### src/rtl/cram_read_arbiter_if.sv
`default_nettype none
// ============================================================================
// Module      : cram_read_arbiter_if
// Description : Signal bundle for the CRAM read arbiter. Holds the fetch
//               requester (f_*), the data requester (d_*), the flush strobe,
//               the shared single-beat AXI read channel (m_*) and the
//               performance counter outputs (perf_*).
//               modport master : arbiter view. It drives the AXI AR channel,
//                                m_rready, the requester grant/response
//                                signals and the perf counters.
//               modport slave  : environment view. It drives the requests,
//                                flush, m_arready and the R channel.
// Revision    : 1.0 - initial release
// ============================================================================
interface cram_read_arbiter_if #(
    parameter int ADDR_W = 32
);
    // Fetch-stream flush (branch misprediction)
    logic              flush;

    // Fetch requester
    logic              f_arvalid;
    logic [ADDR_W-1:0] f_araddr;
    logic              f_arready;
    logic              f_rvalid;
    logic [31:0]       f_rdata;
    logic [1:0]        f_rresp;

    // Data requester
    logic              d_arvalid;
    logic [ADDR_W-1:0] d_araddr;
    logic              d_arready;
    logic              d_rvalid;
    logic [31:0]       d_rdata;
    logic [1:0]        d_rresp;

    // Shared AXI read channel
    logic [3:0]        m_arid;
    logic [ADDR_W-1:0] m_araddr;
    logic [7:0]        m_arlen;
    logic [2:0]        m_arsize;
    logic [1:0]        m_arburst;
    logic              m_arvalid;
    logic              m_arready;
    logic [3:0]        m_rid;
    logic [31:0]       m_rdata;
    logic [1:0]        m_rresp;
    logic              m_rlast;
    logic              m_rvalid;
    logic              m_rready;

    // Performance counters (tied to zero unless the feature is built in)
    logic [15:0]       perf_f_grants;
    logic [15:0]       perf_d_grants;
    logic [15:0]       perf_dropped;

    modport master (
        input  flush,
        input  f_arvalid, f_araddr,
        output f_arready, f_rvalid, f_rdata, f_rresp,
        input  d_arvalid, d_araddr,
        output d_arready, d_rvalid, d_rdata, d_rresp,
        output m_arid, m_araddr, m_arlen, m_arsize, m_arburst, m_arvalid,
        input  m_arready,
        input  m_rid, m_rdata, m_rresp, m_rlast, m_rvalid,
        output m_rready,
        output perf_f_grants, perf_d_grants, perf_dropped
    );

    modport slave (
        output flush,
        output f_arvalid, f_araddr,
        input  f_arready, f_rvalid, f_rdata, f_rresp,
        output d_arvalid, d_araddr,
        input  d_arready, d_rvalid, d_rdata, d_rresp,
        input  m_arid, m_araddr, m_arlen, m_arsize, m_arburst, m_arvalid,
        output m_arready,
        output m_rid, m_rdata, m_rresp, m_rlast, m_rvalid,
        input  m_rready,
        input  perf_f_grants, perf_d_grants, perf_dropped
    );
endinterface
`default_nettype wire

### src/rtl/cram_read_arbiter.sv
`default_nettype none
// ============================================================================
// Module      : cram_read_arbiter
// Description : Shares the single-beat CRAM AXI read channel between the
//               instruction fetch requester (f) and the data load requester
//               (d). Round-robin grant into a registered AR holding stage,
//               per-requester outstanding limits, R routed by m_rid[0]
//               (0 = fetch, 1 = data). In-flight fetch reads at the time of a
//               flush have their responses discarded.
// Ports       : clk  - clock
//               rst  - synchronous active-high reset
//               bus  - cram_read_arbiter_if.master (requesters, flush,
//                      AXI AR/R channel, perf counters)
// Parameters  : MAX_OUTSTANDING - in-flight reads per requester (1..7)
//               ADDR_W          - address width (must match the interface)
// Options     : CRAM_ARB_PERF_EN - when defined, perf_f_grants,
//               perf_d_grants and perf_dropped count grants and dropped
//               fetch responses (16-bit saturating). Otherwise tied to 0.
// Revision    : 1.0 - initial release
// ============================================================================
module cram_read_arbiter #(
    parameter int MAX_OUTSTANDING = 4,
    parameter int ADDR_W          = 32
) (
    input  wire logic          clk,
    input  wire logic          rst,
    cram_read_arbiter_if.master bus
);

    // Counter width holds 0..MAX_OUTSTANDING inclusive.
    localparam int                 c_CNT_W = $clog2(MAX_OUTSTANDING + 1);
    localparam logic [c_CNT_W-1:0] c_MAX   = c_CNT_W'(MAX_OUTSTANDING);
    localparam logic [c_CNT_W-1:0] c_ONE   = c_CNT_W'(1);
    localparam logic [c_CNT_W-1:0] c_ZERO  = '0;

    // Encoding of the last granted requester.
    localparam logic c_GNT_F = 1'b0;
    localparam logic c_GNT_D = 1'b1;

    // ------------------------------------------------------------------
    // State
    // ------------------------------------------------------------------
    logic                arvalid_q,    arvalid_d;
    logic [ADDR_W-1:0]   araddr_q,     araddr_d;
    logic                arid_q,       arid_d;
    logic                last_grant_q, last_grant_d;
    logic [c_CNT_W-1:0]  cnt_f_q,      cnt_f_d;
    logic [c_CNT_W-1:0]  cnt_d_q,      cnt_d_d;
    logic [c_CNT_W-1:0]  drop_cnt_q,   drop_cnt_d;

    // ------------------------------------------------------------------
    // Combinational wires
    // ------------------------------------------------------------------
    logic w_hold_free;
    logic w_elig_f;
    logic w_elig_d;
    logic w_grant_f;
    logic w_grant_d;
    logic w_r_f;
    logic w_r_d;
    logic w_pass_f;
    logic w_drop_f;

    // Up/down counter: simultaneous increment and decrement cancel, and a
    // lone decrement saturates at zero so a stray response arriving after
    // a reset cannot wrap the count.
    function automatic logic [c_CNT_W-1:0] f_next_cnt(
        input logic [c_CNT_W-1:0] cnt,
        input logic               inc,
        input logic               dec
    );
        logic [c_CNT_W-1:0] r;
        r = cnt;
        if (inc && !dec) begin
            r = cnt + c_ONE;
        end else if (dec && !inc && (cnt != c_ZERO)) begin
            r = cnt - c_ONE;
        end
        return r;
    endfunction

    // ------------------------------------------------------------------
    // Arbitration
    // ------------------------------------------------------------------
    always_comb begin
        // HOLD can take a new request if empty, or if its current content
        // is being accepted by the slave in this same cycle.
        w_hold_free = !arvalid_q || bus.m_arready;

        // Grants are suppressed while in reset so a requester never sees
        // an acceptance that the reset is about to discard.
        w_elig_f = !rst && bus.f_arvalid && (cnt_f_q < c_MAX) &&
                   !bus.flush && w_hold_free;
        w_elig_d = !rst && bus.d_arvalid && (cnt_d_q < c_MAX) &&
                   w_hold_free;

        // Round robin: on contention the requester not granted last wins.
        w_grant_f = w_elig_f && (!w_elig_d || (last_grant_q == c_GNT_D));
        w_grant_d = w_elig_d && (!w_elig_f || (last_grant_q == c_GNT_F));
    end

    // ------------------------------------------------------------------
    // Response classification
    // ------------------------------------------------------------------
    always_comb begin
        w_r_f    = bus.m_rvalid && !bus.m_rid[0];
        w_r_d    = bus.m_rvalid &&  bus.m_rid[0];
        // A fetch response is forwarded only when nothing from before a
        // flush is still owed and no flush is happening right now.
        w_pass_f = w_r_f && (drop_cnt_q == c_ZERO) && !bus.flush;
        w_drop_f = w_r_f && !w_pass_f;
    end

    // ------------------------------------------------------------------
    // Next-state logic
    // ------------------------------------------------------------------
    always_comb begin
        arvalid_d    = arvalid_q;
        araddr_d     = araddr_q;
        arid_d       = arid_q;
        last_grant_d = last_grant_q;

        if (w_grant_f || w_grant_d) begin
            arvalid_d    = 1'b1;
            araddr_d     = w_grant_d ? bus.d_araddr : bus.f_araddr;
            arid_d       = w_grant_d;
            last_grant_d = w_grant_d ? c_GNT_D : c_GNT_F;
        end else if (bus.m_arready) begin
            // Address and ID are left as they were; only valid drops.
            arvalid_d = 1'b0;
        end
    end

    always_comb begin
        cnt_f_d = f_next_cnt(cnt_f_q, w_grant_f, w_r_f);
        cnt_d_d = f_next_cnt(cnt_d_q, w_grant_d, w_r_d);

        drop_cnt_d = drop_cnt_q;
        if (bus.flush) begin
            // Everything counted in cnt_f (including a fetch still sitting
            // in HOLD) becomes owed, less a fetch response consumed now.
            // No fetch grant can occur in a flush cycle, so cnt_f_q is the
            // full in-flight figure.
            if (w_r_f && (cnt_f_q != c_ZERO)) begin
                drop_cnt_d = cnt_f_q - c_ONE;
            end else if (w_r_f) begin
                drop_cnt_d = c_ZERO;
            end else begin
                drop_cnt_d = cnt_f_q;
            end
        end else if (w_r_f && (drop_cnt_q != c_ZERO)) begin
            drop_cnt_d = drop_cnt_q - c_ONE;
        end
    end

    // ------------------------------------------------------------------
    // State register
    // ------------------------------------------------------------------
    always_ff @(posedge clk) begin
        if (rst) begin
            arvalid_q    <= 1'b0;
            araddr_q     <= '0;
            arid_q       <= 1'b0;
            last_grant_q <= c_GNT_D;  // fetch wins the first contention
            cnt_f_q      <= c_ZERO;
            cnt_d_q      <= c_ZERO;
            drop_cnt_q   <= c_ZERO;
        end else begin
            arvalid_q    <= arvalid_d;
            araddr_q     <= araddr_d;
            arid_q       <= arid_d;
            last_grant_q <= last_grant_d;
            cnt_f_q      <= cnt_f_d;
            cnt_d_q      <= cnt_d_d;
            drop_cnt_q   <= drop_cnt_d;
        end
    end

    // ------------------------------------------------------------------
    // Outputs
    // ------------------------------------------------------------------
    assign bus.f_arready = w_grant_f;
    assign bus.d_arready = w_grant_d;

    assign bus.m_arvalid = arvalid_q;
    assign bus.m_araddr  = araddr_q;
    assign bus.m_arid    = {3'b000, arid_q};
    assign bus.m_arlen   = 8'd0;
    assign bus.m_arsize  = 3'd2;
    assign bus.m_arburst = 2'd1;
    assign bus.m_rready  = 1'b1;

    assign bus.f_rvalid  = w_pass_f && !rst;
    assign bus.f_rdata   = bus.m_rdata;
    assign bus.f_rresp   = bus.m_rresp;
    assign bus.d_rvalid  = w_r_d && !rst;
    assign bus.d_rdata   = bus.m_rdata;
    assign bus.d_rresp   = bus.m_rresp;

    // Every read is a single beat, so rlast and the upper ID bits carry
    // no information here.
    logic w_unused_ok;
    assign w_unused_ok = &{1'b0, bus.m_rlast, bus.m_rid[3:1]};

    // ------------------------------------------------------------------
    // Performance counters
    // ------------------------------------------------------------------
`ifdef CRAM_ARB_PERF_EN
    logic [15:0] perf_f_q, perf_f_d;
    logic [15:0] perf_d_q, perf_d_d;
    logic [15:0] perf_x_q, perf_x_d;

    always_comb begin
        perf_f_d = perf_f_q;
        perf_d_d = perf_d_q;
        perf_x_d = perf_x_q;
        if (w_grant_f && (perf_f_q != 16'hFFFF)) perf_f_d = perf_f_q + 16'd1;
        if (w_grant_d && (perf_d_q != 16'hFFFF)) perf_d_d = perf_d_q + 16'd1;
        if (w_drop_f  && (perf_x_q != 16'hFFFF)) perf_x_d = perf_x_q + 16'd1;
    end

    always_ff @(posedge clk) begin
        if (rst) begin
            perf_f_q <= 16'd0;
            perf_d_q <= 16'd0;
            perf_x_q <= 16'd0;
        end else begin
            perf_f_q <= perf_f_d;
            perf_d_q <= perf_d_d;
            perf_x_q <= perf_x_d;
        end
    end

    assign bus.perf_f_grants = perf_f_q;
    assign bus.perf_d_grants = perf_d_q;
    assign bus.perf_dropped  = perf_x_q;
`else
    logic w_unused_drop_ok;
    assign w_unused_drop_ok  = w_drop_f;
    assign bus.perf_f_grants = 16'd0;
    assign bus.perf_d_grants = 16'd0;
    assign bus.perf_dropped  = 16'd0;
`endif

endmodule
`default_nettype wire

### src/flat_wrapper.sv
// flat-port wrapper written by rule: the top's interface ports become plain ports
module cram_read_arbiter_flat 
#(
    parameter int MAX_OUTSTANDING = 4,
    parameter int ADDR_W          = 32
)
  (clk, rst, bus_flush, bus_f_arvalid, bus_f_araddr, bus_f_arready, bus_f_rvalid, bus_f_rdata, bus_f_rresp, bus_d_arvalid, bus_d_araddr, bus_d_arready, bus_d_rvalid, bus_d_rdata, bus_d_rresp, bus_m_arid, bus_m_araddr, bus_m_arlen, bus_m_arsize, bus_m_arburst, bus_m_arvalid, bus_m_arready, bus_m_rid, bus_m_rdata, bus_m_rresp, bus_m_rlast, bus_m_rvalid, bus_m_rready, bus_perf_f_grants, bus_perf_d_grants, bus_perf_dropped);
  cram_read_arbiter_if #(.ADDR_W(ADDR_W)) bus_i ();
  input  wire logic clk;
  input  wire logic rst;
  input wire logic [$bits(bus_i.flush)-1:0] bus_flush;
  input wire logic [$bits(bus_i.f_arvalid)-1:0] bus_f_arvalid;
  input wire logic [$bits(bus_i.f_araddr)-1:0] bus_f_araddr;
  output wire logic [$bits(bus_i.f_arready)-1:0] bus_f_arready;
  output wire logic [$bits(bus_i.f_rvalid)-1:0] bus_f_rvalid;
  output wire logic [$bits(bus_i.f_rdata)-1:0] bus_f_rdata;
  output wire logic [$bits(bus_i.f_rresp)-1:0] bus_f_rresp;
  input wire logic [$bits(bus_i.d_arvalid)-1:0] bus_d_arvalid;
  input wire logic [$bits(bus_i.d_araddr)-1:0] bus_d_araddr;
  output wire logic [$bits(bus_i.d_arready)-1:0] bus_d_arready;
  output wire logic [$bits(bus_i.d_rvalid)-1:0] bus_d_rvalid;
  output wire logic [$bits(bus_i.d_rdata)-1:0] bus_d_rdata;
  output wire logic [$bits(bus_i.d_rresp)-1:0] bus_d_rresp;
  output wire logic [$bits(bus_i.m_arid)-1:0] bus_m_arid;
  output wire logic [$bits(bus_i.m_araddr)-1:0] bus_m_araddr;
  output wire logic [$bits(bus_i.m_arlen)-1:0] bus_m_arlen;
  output wire logic [$bits(bus_i.m_arsize)-1:0] bus_m_arsize;
  output wire logic [$bits(bus_i.m_arburst)-1:0] bus_m_arburst;
  output wire logic [$bits(bus_i.m_arvalid)-1:0] bus_m_arvalid;
  input wire logic [$bits(bus_i.m_arready)-1:0] bus_m_arready;
  input wire logic [$bits(bus_i.m_rid)-1:0] bus_m_rid;
  input wire logic [$bits(bus_i.m_rdata)-1:0] bus_m_rdata;
  input wire logic [$bits(bus_i.m_rresp)-1:0] bus_m_rresp;
  input wire logic [$bits(bus_i.m_rlast)-1:0] bus_m_rlast;
  input wire logic [$bits(bus_i.m_rvalid)-1:0] bus_m_rvalid;
  output wire logic [$bits(bus_i.m_rready)-1:0] bus_m_rready;
  output wire logic [$bits(bus_i.perf_f_grants)-1:0] bus_perf_f_grants;
  output wire logic [$bits(bus_i.perf_d_grants)-1:0] bus_perf_d_grants;
  output wire logic [$bits(bus_i.perf_dropped)-1:0] bus_perf_dropped;
  assign bus_i.flush = bus_flush;
  assign bus_i.f_arvalid = bus_f_arvalid;
  assign bus_i.f_araddr = bus_f_araddr;
  assign bus_f_arready = bus_i.f_arready;
  assign bus_f_rvalid = bus_i.f_rvalid;
  assign bus_f_rdata = bus_i.f_rdata;
  assign bus_f_rresp = bus_i.f_rresp;
  assign bus_i.d_arvalid = bus_d_arvalid;
  assign bus_i.d_araddr = bus_d_araddr;
  assign bus_d_arready = bus_i.d_arready;
  assign bus_d_rvalid = bus_i.d_rvalid;
  assign bus_d_rdata = bus_i.d_rdata;
  assign bus_d_rresp = bus_i.d_rresp;
  assign bus_m_arid = bus_i.m_arid;
  assign bus_m_araddr = bus_i.m_araddr;
  assign bus_m_arlen = bus_i.m_arlen;
  assign bus_m_arsize = bus_i.m_arsize;
  assign bus_m_arburst = bus_i.m_arburst;
  assign bus_m_arvalid = bus_i.m_arvalid;
  assign bus_i.m_arready = bus_m_arready;
  assign bus_i.m_rid = bus_m_rid;
  assign bus_i.m_rdata = bus_m_rdata;
  assign bus_i.m_rresp = bus_m_rresp;
  assign bus_i.m_rlast = bus_m_rlast;
  assign bus_i.m_rvalid = bus_m_rvalid;
  assign bus_m_rready = bus_i.m_rready;
  assign bus_perf_f_grants = bus_i.perf_f_grants;
  assign bus_perf_d_grants = bus_i.perf_d_grants;
  assign bus_perf_dropped = bus_i.perf_dropped;
  cram_read_arbiter #(.MAX_OUTSTANDING(MAX_OUTSTANDING), .ADDR_W(ADDR_W)) u_core (.clk(clk), .rst(rst), .bus(bus_i));
endmodule
### config.mk
export PLATFORM = sky130hd
export DESIGN_NAME = cram_read_arbiter_flat
export DESIGN_NICKNAME = d
export VERILOG_FILES = /design/src/rtl/cram_read_arbiter_if.sv /design/src/rtl/cram_read_arbiter.sv /design/src/flat_wrapper.sv
export SDC_FILE = /design/constraint.sdc
export NUM_CORES = 1
export LEC_CHECK = 0
export BUFFER_PORTS_ARGS = -buffer_cell sky130_fd_sc_hd__buf_2
export CAP_MARGIN = 20
export CORE_AREA = 3 3 109 111
export CTS_CLUSTER_SIZE = 16
export DETAILED_ROUTE_END_ITERATION = 8
export DIE_AREA = 0 0 112 114
export PLACE_DENSITY = 0.62
export REMOVE_ABC_BUFFERS = 1
export SETUP_SLACK_MARGIN = 0.2
export SLEW_MARGIN = 20
export SYNTH_ARGS = -nofsm -noshare
export SYNTH_HDL_FRONTEND = slang
export SYNTH_SLANG_ARGS = --single-unit
export TNS_END_PERCENT = 30
### constraint.sdc
create_clock -name clk -period 5.4 [get_ports clk]
set_input_delay 0.54 -clock clk [delete_from_list [all_inputs] [get_ports clk]]
set_output_delay 0.54 -clock clk [all_outputs]
set_load 0.01 [all_outputs]
### Yosys cells after proc, flatten, opt, wreduce, memory -nomap -nowiden

Cells that the tools add are included.

| storage, ports and cells | value |
|---|---|
| register bits | 44 |
| input bits | 110 |

| operators by class | value |
|---|---|
| mux-type cells | 12 |
| bitwise operators | 1 |
| add/subtract/negate cells | 5 |
| magnitude comparators | 2 |
| reduce and logical (&&, ||, !) cells | 45 |

Operators with widths:

| kind | count |
|---|---|
| 32-bit 2-to-1 mux | 1 |
| 3-bit 2-to-1 mux | 8 |
| 1-bit logical AND | 23 |
| 1-bit logical NOT | 10 |
| 3-bit nonzero test | 3 |
| 3-bit by 1-bit subtractor with 3-bit output, second input constant | 3 |
| 2-bit nonzero test | 4 |
| 3-bit by 1-bit adder with 3-bit output, second input constant | 2 |
| 3-bit < comparator, second input constant | 2 |
| 1-bit logical OR | 4 |
| 3-bit logical NOT | 1 |
| 1-bit 2-to-1 mux | 3 |
| 1-bit inverter | 1 |

### Depth between registers and ports, before layout

| depth | value |
|---|---|
| depth in word-level cells | 13 |
| mapped depth | 12 |
| mapped depth without buffers | 9 |

### Worst setup path after synthesis

No wires, ideal clock.

| timing path | value |
|---|---|
| path type | input to register |
| start | input port bus_m_arready |
| end | register u_core.cnt_d_q[2] |
| cell stages on the path | 11 |
| data required time | 5.277 ns |
| arrival time | 2.468 ns |
| buffers on the path | 2 |
| setup slack | 2.809 ns |
| cell sequence | nand2b_1 > and4_4 > a21o_1 > buf_6 > inv_6 > buf_6 > nand2_1 > fa_1 > and2_1 > mux2i_1 > mux2_1 |

| on the way | value |
|---|---|
| cells in the longest elaborated chain, start to end | 9 |

RTL lines:

| what | RTL line | RTL |
|---|---|---|
| from (decl) | flat_wrapper.sv:30 | `input wire logic [$bits(bus_i.m_arready)-1:0] bus_m_arready;` |
| 1-bit logical OR * | cram_read_arbiter.sv:88 | `w_hold_free = !arvalid_q \|\| bus.m_arready;` |
| 1-bit logical AND | cram_read_arbiter.sv:93 | `!bus.flush && w_hold_free;` |
| 1-bit logical NOT | cram_read_arbiter.sv:99 | `w_grant_d = w_elig_d && (!w_elig_f \|\| (last_grant_q == c_GNT_F));` |
| 1-bit logical OR | cram_read_arbiter.sv:99 |  |
| 1-bit logical AND * | cram_read_arbiter.sv:99 |  |
| named net bus_d_arready | flat_wrapper.sv:20 | `output wire logic [$bits(bus_i.d_arready)-1:0] bus_d_arready;` |
| 1-bit logical NOT | cram_read_arbiter.sv:76 | `end else if (dec && !inc && (cnt != c_ZERO)) begin` |
| 1-bit logical AND (2 in a row) | cram_read_arbiter.sv:76 |  |
| 2-bit nonzero test (no line) | -- |  |
| to (signal assigned) | cram_read_arbiter.sv:166 | `cnt_d_q <= c_ZERO;` |
| to (signal assigned) | cram_read_arbiter.sv:174 | `cnt_d_q <= cnt_d_d;` |
| to (decl) | cram_read_arbiter.sv:48 | `logic [c_CNT_W-1:0] cnt_d_q, cnt_d_d;` |

The timed path passes the listed nets; every way through them passes the cells marked *.
A chain may end at the register's enable or synchronous reset.

### Worst setup path after layout

| timing path | value |
|---|---|
| start | input port rst |
| end | register u_core.cnt_d_q[2] |

| on the way | value |
|---|---|
| cells in the longest elaborated chain, start to end | 12 |

RTL lines:

| what | RTL line | RTL |
|---|---|---|
| from (decl) | flat_wrapper.sv:10 | `input wire logic rst;` |
| 1-bit logical NOT | cram_read_arbiter.sv:92, cram_read_arbiter.sv:94 |  |
| 1-bit logical AND (3 in a row) | cram_read_arbiter.sv:92 | `w_elig_f = !rst && bus.f_arvalid && (cnt_f_q < c_MAX) &&` |
| 1-bit logical AND | cram_read_arbiter.sv:93 |  |
| 1-bit logical NOT | cram_read_arbiter.sv:99 |  |
| 1-bit logical OR | cram_read_arbiter.sv:99 |  |
| 1-bit logical AND | cram_read_arbiter.sv:99 |  |
| 1-bit logical NOT | cram_read_arbiter.sv:76 |  |
| 1-bit logical AND (2 in a row) | cram_read_arbiter.sv:76 |  |
| 2-bit nonzero test (no line) | -- |  |

Several ways; a longest one is shown, not always the timed one.

==> results by stage <==
Drt:
- The remaining number of nets flagged by the antenna check after routing is 0.
- The routed layout has around 2600 vias.
- After detailed routing, the average wire length per cell comes to 16.22 um.
- The number of optimization iterations in the first detailed-route pass is 4.
- The final routed DRC violation total is 0.
- The routed design has about 9400 um of wire.
- The detailed router finished its first iteration with 139 violations.
- Dividing the detail-routed via count by the number of cells gives roughly 4.4.

Cells and area:
- In the final layout, the share of cells above drive strength 1 is 30.43%.
- The relative area change from synthesis to final layout is -1.509%.
- The antenna cell count is 0.
- The final instance count without filler cells is between 500 and 600.
- The net count of the finished layout is approximately 550.

Die:
- The standard cell core area is about 11000 sq um.
- In this run the vertical extent of the chip is about 110 um.
- ~280 I/O pins were placed.
- The floorplan has 38 rows.
- Measured along the x axis, the die boundary spans 112 um.
- The die covers roughly 13000 sq um.
- The initial standard-cell utilization of the core is roughly 30%.

Critical path:
- The data arrival time of the critical path is 2.96 ns.
- The worst path required time is about 5.6 ns.
- The type of element launching the critical path is a primary input.
- The worst setup path is captured at a register.
- The worst setup path is of the in -> reg kind.
- Along the worst path, the maximum fanout reaches 50.

Global route:
- The total global routing track utilization is ~14%.
- The global-route wire length before repair is 13710 um.
- The number of antenna violations at the first check in global routing is 0.
- Global routing finished with a remaining overflow of 0.
- The maximum number of pins on one net before global-route repair is 51.
- The via count of the first global-routing pass is 2370.

Yosys:
- The commonest cells after synthesis are sky130_fd_sc_hd__buf_4 (135), sky130_fd_sc_hd__nand2_1 (69), sky130_fd_sc_hd__dfxtp_1 (44).
- The area share of the largest cell type after synthesis is a little under a third.
- The mean instance size in the synthesized netlist is about 7.9 sq um.
- Summing the areas of all fa, ha and maj instances in the mapped netlist gives under 10% of the synthesized area.
- The leading register cell type out of synthesis is sky130_fd_sc_hd__dfxtp_1.
- The share of cell area taken by muxes after synthesis is about 2.0%.
- The post-synthesis share of cell area spent on and, or, nand and nor gates is around 17%.
- The largest family of logic cells by synthesized area is buffers and inverters.
- After synthesis the netlist holds a flip-flop and latch count of 44.
- Among all cell types in the netlist, the one instantiated most often is sky130_fd_sc_hd__buf_4.
- Sequential elements use 27.24% of the synthesized area.
- The synthesized netlist devotes between 10% and 20% of its cell area to compound gates.
- Synthesis produced a netlist whose cell count is around 400.
- By area the synthesized netlist is led by sky130_fd_sc_hd__buf_4 (31%), sky130_fd_sc_hd__dfxtp_1 (27%), sky130_fd_sc_hd__nand2_1 (8.0%), sky130_fd_sc_hd__a311oi_1 (7.3%), sky130_fd_sc_hd__nor2_1 (4.9%).
- The dominant cell type by area after synthesis is sky130_fd_sc_hd__buf_4.
- For this run, the number of Yosys warnings is 0.
- The area of the mapped netlist is approximately 3200 sq um.
- In this run, synthesis inferred 0 flip-flops with an integrated enable.
- The number of distinct library cell variants in the gate-level netlist after synthesis is 38.
- The xor and xnor area share after synthesis is 0.8127%.
- After synthesis, the share of flip-flops with an asynchronous set or reset is 0%.

Placed design:
- The HPWL after detailed placement is 7253 um.
- The final weighted congestion of routability-driven global placement is between 0.7 and 0.8.
- Port buffering added around 110 buffers.
- The number of placed instances, taps included, is about 570.

CTS:
- The count of instances resized after the clock tree is built is 0.
- Buffers inserted to repair hold after CTS numbered 0.
- The total CTS buffers is 5.
- The CTS tree is yes.
- CTS placed an instance of sky130_fd_sc_hd__clkbuf_8 at the clock tree root.
- Clock latency on the worst-skew pair, taken at its later pin, is about 0.29 ns.
- After clock tree synthesis, the clock-pin slew on the worst setup and hold paths is around 0.09 ns.
- The deepest level of the CTS H-tree is 2.
- The number of sinks driven by the clock tree is between 40 and 50.
- Buffers added to address setup during post-CTS repair amount to 0.
- Counting along the longest clock path gives a buffer depth of 2.

Power and ir drop:
- The power share of the combinational group is 29.0%.
- Internal power comes to 0.0005602 W.
- Dividing total power by cell area gives a power density of 266.8 nW/um^2.
- The worst-case vdd ir drop is 0.00008131 V.
- In this run switching power makes up about a third of total power.
- The static leakage power is roughly 1.5 nW.
- Of the total power, the clock network draws around a quarter.
- The share of total power dissipated in sequential elements is between 40% and 50%.
- The analysis attributes to net switching a power of 0.0002894 W.

STA:
- Setup repair after global routing left no endpoint under its margin.
- The sum of negative setup slack is 0 ns.
- Between clock sinks in the finished design, the worst skew comes to between 0.007 and 0.008 ns.
- The share of the clock period used by the worst path after layout is around half.
- The worst pin sits at a relative slew slack of around 60%.
- The number of endpoints failing setup at the final stage is 0.
- The number of endpoints with negative hold slack in the final report is 0.
- At the pin with the least slew margin, the transition time is between 0.5 and 0.6 ns.
- Based on the critical path, the design can be clocked at up to between 0.3 and 0.4 GHz.
- The final-report max-slew violation count is 0.
- After layout, the minimum clock period comes to roughly 2.8 ns.

Min path:
- The tightest min-delay check is of the in -> reg type.

Run:
- Max-cap violations in this run came to 0.

Outcome:
- The flow ran to the end, and the final reports show no timing, DRC or antenna violations.
[cells by family after synthesis]
family / after synthesis
and+or+nand+nor: 133
other: 2
xor gates and xnor gates: 3
adders and majority gates: 6
AOI/OAI and AO/OA: 53
muxes: 6
DFF: 44
buffers and inverters: 161
[metrics by stage]
step / setup WS, ns / hold slack, ns / total power [W] / cell area (sq um) / util, %
after floorplan: 2.511 / 0.4654 / 0.0005423 / 2346 / -
after global placement: 2.348 / 0.4799 / 0.0006305 / 3092 / 28.40
after detailed placement: 2.291 / 0.4873 / 0.0006371 / 3092 / 28.40
after CTS: 2.609 / 0.4841 / 0.0008636 / 3184 / 29.25
after global routing: 2.440 / 0.4931 / 0.0009085 / 3184 / 29.25
final: 2.629 / 0.4961 / 0.0008497 / 3184 / 29.25
[worst max-delay path, cell delays in order]
cell and delay [ns]:
sky130_fd_sc_hd__buf_2 0.11, sky130_fd_sc_hd__buf_4 0.29, sky130_fd_sc_hd__nor2_2 0.21, sky130_fd_sc_hd__nand3_2 0.16, sky130_fd_sc_hd__a21o_1 0.25, sky130_fd_sc_hd__inv_6 0.26
sky130_fd_sc_hd__nand2_1 0.11, sky130_fd_sc_hd__fa_1 0.39, sky130_fd_sc_hd__and2_1 0.15, sky130_fd_sc_hd__mux2i_1 0.16, sky130_fd_sc_hd__mux2_1 0.33
[power groups by stage]
stage | logic, W | clock network (W) | registers [W]
after global routing | 0.000278 | 0.000244 | 0.000387
after floorplan | 0.000142 | 0 | 0.000401
after detailed placement | 0.000248 | 0 | 0.000389
after global placement | 0.000243 | 0 | 0.000387
after CTS | 0.000249 | 0.000233 | 0.000382
final | 0.000246 | 0.000222 | 0.000381
[path summary, 6_finish.rpt]
check	slack (ns)	from	end	cells past startpoint
max	2.63	rst	u_core.cnt_d_q[2]	11
min	0.50	bus_f_araddr[9]	u_core.bus.m_araddr[9]	3
min reg2reg	0.50	u_core.bus.m_araddr[31]	u_core.bus.m_araddr[31]	2
max reg2reg	2.96	u_core.bus.m_arvalid	u_core.cnt_d_q[2]	9
[placed cells by master, fill, tap and decap left out, types with 2 or more instances in the layout]
cell                       instances
sky130_fd_sc_hd__nor2b_1           3
sky130_fd_sc_hd__nand2b_1          4
sky130_fd_sc_hd__mux2_1            2
sky130_fd_sc_hd__clkinv_2          2
sky130_fd_sc_hd__ha_1              5
sky130_fd_sc_hd__xnor2_1           3
sky130_fd_sc_hd__and2_1            2
sky130_fd_sc_hd__or3_1             2
sky130_fd_sc_hd__clkbuf_8          6
sky130_fd_sc_hd__nand4_1           2
sky130_fd_sc_hd__nor3_1            4
sky130_fd_sc_hd__a311oi_2          6
sky130_fd_sc_hd__nor2_1           42
sky130_fd_sc_hd__buf_2           109
sky130_fd_sc_hd__conb_1           65
sky130_fd_sc_hd__o21a_1            2
sky130_fd_sc_hd__a211o_1           2
sky130_fd_sc_hd__a311oi_1         27
sky130_fd_sc_hd__nor2_2            2
sky130_fd_sc_hd__dfxtp_1          44
sky130_fd_sc_hd__a21oi_1           4
sky130_fd_sc_hd__buf_4             3
sky130_fd_sc_hd__a31oi_1           3
sky130_fd_sc_hd__inv_1             6
sky130_fd_sc_hd__o21ai_0           4
sky130_fd_sc_hd__mux2i_1           3
sky130_fd_sc_hd__nand2_1          68
[state kept, by name, summed over array words and instances (netlist names)]
register	cells
u_core.cnt_d_q	3
u_core.cnt_f_q	3
u_core.last_grant_q	1
u_core.bus.m_arvalid	1
u_core.arid_q	1
u_core.drop_cnt_q	3
u_core.bus.m_araddr	32
[layout make-up]
| type | instances | area (sq um) |
|---|---|---|
| Timing Repair Buffer | 112 | 568.0 |
| Clock inverter | 2 | 10.01 |
| Multi-Input combinational cell | 266 | 1436 |
| Inverter | 7 | 31.28 |
| Clock buffer | 6 | 82.58 |
| Sequential cell | 44 | 880.8 |
| Tap cell | 140 | 175.2 |
| Fill cell | 1157 | 7704 |
[metal layers]
layer / part of all wire, % / vias to the layer above / GRT usage [%]
li1: - / 1211 / -
met1: 41 / 1092 / 17.10
met2: 36 / 238 / 17.35
met3: 20 / 8 / 12.15
met4: 0.32 / 6 / 1.683
met5: 1.5 / - / 9.412
Note: power is estimated with default switching activity, not from simulation.
